File: src/rtl/pipe_reg_chain.sv
// pipe_reg_chain
//   Configurable register chain (0..8 stages) for DSP operand and sideband paths.
//   Every stage carries a valid bit next to its data. The chain supports a flush,
//   an in-flight counter and, optionally, data stages that load only on valid.
//
// Ports
//   clk        rising-edge clock
//   rst        synchronous active-high reset
//   enable     clock enable; 0 holds every stage and the counter
//   flush      clears all in-flight valid bits; data still shifts if enable = 1
//   data_in    stage-0 data
//   valid_in   stage-0 qualifier
//   data_out   last-stage data (data_in when DEPTH = 0)
//   valid_out  last-stage valid (valid_in when DEPTH = 0)
//   inflight   number of set valid bits in the chain
//   busy       inflight != 0
module pipe_reg_chain #(
   parameter int unsigned      WIDTH         = 18,
   parameter int unsigned      DEPTH         = 1,
   parameter logic [WIDTH-1:0] RST_VAL       = '0,
   parameter bit               DATA_ON_VALID = 1'b0,
   localparam int unsigned     CNT_W         = (DEPTH == 0) ? 1 : $clog2(DEPTH + 1)
) (
   input  logic             clk,
   input  logic             rst,
   input  logic             enable,
   input  logic             flush,
   input  logic [WIDTH-1:0] data_in,
   input  logic             valid_in,
   output logic [WIDTH-1:0] data_out,
   output logic             valid_out,
   output logic [CNT_W-1:0] inflight,
   output logic             busy
);

   if (DEPTH == 0) begin : g_bypass
      // Control inputs are meaningless in the combinational bypass.
      logic unused_ctrl;
      assign unused_ctrl = ^{clk, rst, enable, flush};

      assign data_out  = data_in;
      assign valid_out = valid_in;
      assign inflight  = '0;
      assign busy      = 1'b0;
   end else begin : g_chain
      logic [WIDTH-1:0] data_q    [DEPTH];
      logic [WIDTH-1:0] data_d    [DEPTH];
      logic [WIDTH-1:0] data_prev [DEPTH];  // data feeding stage k
      logic [DEPTH-1:0] valid_q, valid_d;
      logic [DEPTH:0]   valid_ext;          // valid_ext[k] = valid feeding stage k
      logic [CNT_W-1:0] cnt_q, cnt_d;

      assign valid_ext = {valid_q, valid_in};

      always_comb begin
         data_prev[0] = data_in;
         for (int k = 1; k < int'(DEPTH); k++) begin
            data_prev[k] = data_q[k-1];
         end
      end

      always_comb begin
         data_d  = data_q;
         valid_d = valid_q;
         cnt_d   = cnt_q;
         if (enable) begin
            // Data shifts under the load rule using the pre-flush valid bits.
            for (int k = 0; k < int'(DEPTH); k++) begin
               if (!DATA_ON_VALID || valid_ext[k]) begin
                  data_d[k] = data_prev[k];
               end
            end
            valid_d = valid_ext[DEPTH-1:0];
            cnt_d   = cnt_q + CNT_W'(valid_in) - CNT_W'(valid_q[DEPTH-1]);
         end
         if (flush) begin
            valid_d = '0;
            cnt_d   = '0;
         end
      end

      always_ff @(posedge clk) begin
         if (rst) begin
            for (int k = 0; k < int'(DEPTH); k++) begin
               data_q[k] <= RST_VAL;
            end
            valid_q <= '0;
            cnt_q   <= '0;
         end else begin
            data_q  <= data_d;
            valid_q <= valid_d;
            cnt_q   <= cnt_d;
         end
      end

      assign data_out  = data_q[DEPTH-1];
      assign valid_out = valid_q[DEPTH-1];
      assign inflight  = cnt_q;
      assign busy      = (cnt_q != '0);

      a_cnt_matches_valid : assert property (@(posedge clk) disable iff (rst)
         cnt_q == CNT_W'($countones(valid_q)));
   end

endmodule

File: config.mk
export PLATFORM = sky130hd
export DESIGN_NAME = pipe_reg_chain
export DESIGN_NICKNAME = d
export VERILOG_FILES = /design/src/rtl/pipe_reg_chain.sv
export SDC_FILE = /design/constraint.sdc
export NUM_CORES = 1
export LEC_CHECK = 0
export CORE_MARGIN = 3
export CORE_UTILIZATION = 35
export CTS_BUF_LIST = sky130_fd_sc_hd__clkbuf_8 sky130_fd_sc_hd__clkbuf_16
export CTS_CLUSTER_SIZE = 40
export DETAILED_ROUTE_END_ITERATION = 8
export GPL_ROUTABILITY_DRIVEN = 0
export PLACE_DENSITY = 0.76
export REMOVE_ABC_BUFFERS = 1
export SYNTH_ARGS = -nofsm -noshare
export SYNTH_HDL_FRONTEND = slang
export SYNTH_SLANG_ARGS = --single-unit
export TNS_END_PERCENT = 20
File: constraint.sdc
create_clock -name clk -period 1.6 [get_ports clk]
set_input_delay 0.32 -clock clk [delete_from_list [all_inputs] [get_ports clk]]
set_output_delay 0.32 -clock clk [all_outputs]
set_load 0.02 [all_outputs]
==> run summary <==
status: complete, no violations
total CTS buffers: 3
first-pass GRT wire length: 2.96 mm
setup TNS: 0 ps
Worst R2R Start: valid_out
post-synthesis adder-cell area fraction: 0%
Final Skew: 2.38 ps
CP Capture Type: primary output
sw frac: 21.2%
ys flop type: dfxtp_1
top-count cell post-synth: dfxtp_1
Antenna Nets Post-Route: 0
grt total ovfl: 0
Seq/Total Area, Yosys: 54.3%
async set or reset register ratio after synthesis: 0%
Flop pwr share: 43.1%
Met1 Wirelength: 651 um
pwr dens: 991 nW/um^2
Total Wirelength: 1.66 mm
met3 WL post-DR: 237 um
Reg2Reg Depth: 3
VDD IR max: 727 uV
RSZ-0062 raised after global routing: false
Syn Std Cell Area: 737 sq um
buffers and inverters on the worst path: 1
slew margin rel.: 82.3%
Initial Util: 39.7%
Reg2Reg Setup Slack: 540 ps
DRC: 0
Avg Vias per Cell: 4.51
core area: 1860 sq um
die area: 2690 sq um
FMAX: 0.647 GHz
largest net degree at the start of global routing: 17
clock root buffer: clkbuf_8
Top Metal Used: met4
CP delay by family, top: buffers and inverters
layout cells sized above 1: 7.08%
Clk pwr share: 39.1%
Post-CTS Resized: 0
slowest CP cell: clkdlybuf4s50_1
number of synthesized flops with an enable pin: 0
Die X: 51.9 um
routed length per instance: 12.0 um
Layout area overhead: 71.6%
initial drt markers: 0
FILL cells: 156
# rows: 15
WL met2: 758 um
fin nets: 137
setup bufs post-CTS: 0
Worst Setup Start Kind: register
Worst path max stage delay: 610 ps
crit path launch: valid_out
largest family of logic cells by synthesized area: multiplexers
vias in the first global route: 683
cell breakdown of the critical path: clkdlybuf4s50_1
leakage: 0.000567 uW
top cell type's share of synthesized area: 54.3%
post-synthesis xor/xnor area fraction: 1.19%
WS Path Type: register to primary output
Post-DP HPWL: 1.27 mm
Ys Warns: 0
largest area contributor in the netlist: dfxtp_1
minimum clock period: 1550 ps
MaxCap Viol Count: 0
Reg-to-Reg End: busy
Synth Area in Compound Gates: 3.23%
post-synthesis simple-gate area fraction: 10.5%
I/O pins: 44
# setup viols final: 0
Cells after Synth: 68
Netlist cell types: 10
# port buffers: 43
worst hold-check path type: register to register
mux share of post-synthesis cell area: 25.8%
Crit Path Max Fanout: 3
Sink Count: 20
Clock Latency Late Sink: 250 ps
combinational power share: 17.8%
Multi-input gate area: 300 sq um
Final Hold Fails: 0
CTS tree: done
syn_area_per_cell: 10.8 sq um
Hold Startpoint: data_out[7]
#FFs+latches synth: 20
die height: 51.9 um
H-tree lvl count: 1
diodes inserted: 0
worst hold endpoint: data_out[7]
top post-synthesis cells by area: dfxtp_1 54%, mux2i_1 26%, nor2_1 9.2%
register area: 400 sq um
placed cell count: 134
drt pass-1 iters: 1
total track usage: 14.5%
CTS Buffer Depth: 2
Hold Crit Depth: 2
required time worst endpoint: 1280 ps
Internal: 988 uW
fin crit share: 96.6%
sw power: 266 uW
cts hold-fix bufs: 0
initial antenna violation count: 0
clock-pin slew on the worst setup and hold paths: 70 ps
WP data arrival: 1230 ps
non-filler cells, final: 138
via count: 623
Pins Over Slew Limit: 0
Worst Max-Slew Pin Slew: 265 ps
fin util: 68.1%
top cells by instance count after synthesis: 20 x dfxtp_1, 19 x mux2i_1, 18 x nor2_1
-- metrics by stage --
stage	worst slack, ps	power [uW]	hold WS (ps)	area [sq um]
after global routing	2.20	1320	532	1260
after CTS	29.6	1270	503	1260
after detailed placement	114	777	485	1190
after floorplan	495	633	392	704
after global placement	135	773	470	1190
final	54.3	1250	497	1260
-- placed cells by master (no fill, tap or decap) --
master           synthesis  final
xor2_1                   1      1
clkdlybuf4s50_1          0     41
dlymetal6s2s_1           0      2
inv_1                    1      1
nor2_1                  18     18
buf_4                    3      3
bufinv_16                0      1
dfxtp_1                 20     20
a2111oi_2                1      1
mux2i_1                 19     19
nor3_1                   2      2
a31o_1                   1      1
clkbuf_8                 0      3
-- cell families (layout without fill, tap and decap cells) --
logic type / Yosys count / count (layout)
DFF: 20 / 20
and+or+nand+nor: 20 / 20
muxes: 19 / 19
buffers and inverters: 6 / 51
xor gates and xnor gates: 1 / 1
AOI/OAI and AO/OA: 2 / 2
-- power groups by stage --
stage	Combinational (uW)	Clock (uW)	Sequential (uW)
floorplan	44.2	0	589
global placement	221	0	551
detailed placement	225	0	552
CTS	226	504	541
global route	241	530	545
finish	223	490	540
-- registers in the layout (all words and copies together) (netlist names) --
signal     count
data_out      18
busy           1
valid_out      1
-- per-layer routing --
layer  vias up  global-route usage (%)
met5         -                       0
met4         0                    3.93
met3         2                    6.88
met2        32                    24.1
met1       274                    16.5
li1        315                       -
-- cell type report --
class / instances / share of cell area (%)
Clock buffer: 3 / 3.26
Clock inverter: 1 / 2.37
Inverter: 1 / 0.297
Tap cell: 25 / 2.47
Sequential cell: 20 / 31.7
Timing Repair Buffer: 46 / 36.2
Multi-Input combinational cell: 42 / 23.7
-- worst register-to-register path, stage by stage, from the launching register on --
cell and delay (ps):
dfxtp_1 330, xor2_1 180, a2111oi_2 360, a31o_1 140
-- how the worst max path moves through the flow --
stage,end,slack [ps],depth (start not counted)
after floorplan,busy,490,3
after global placement,busy,140,4
after detailed placement,busy,110,4
after CTS,inflight,30,1
after global routing,valid_out,2,1
final,valid_out,50,1
Note: power is estimated with default switching activity, not from simulation.
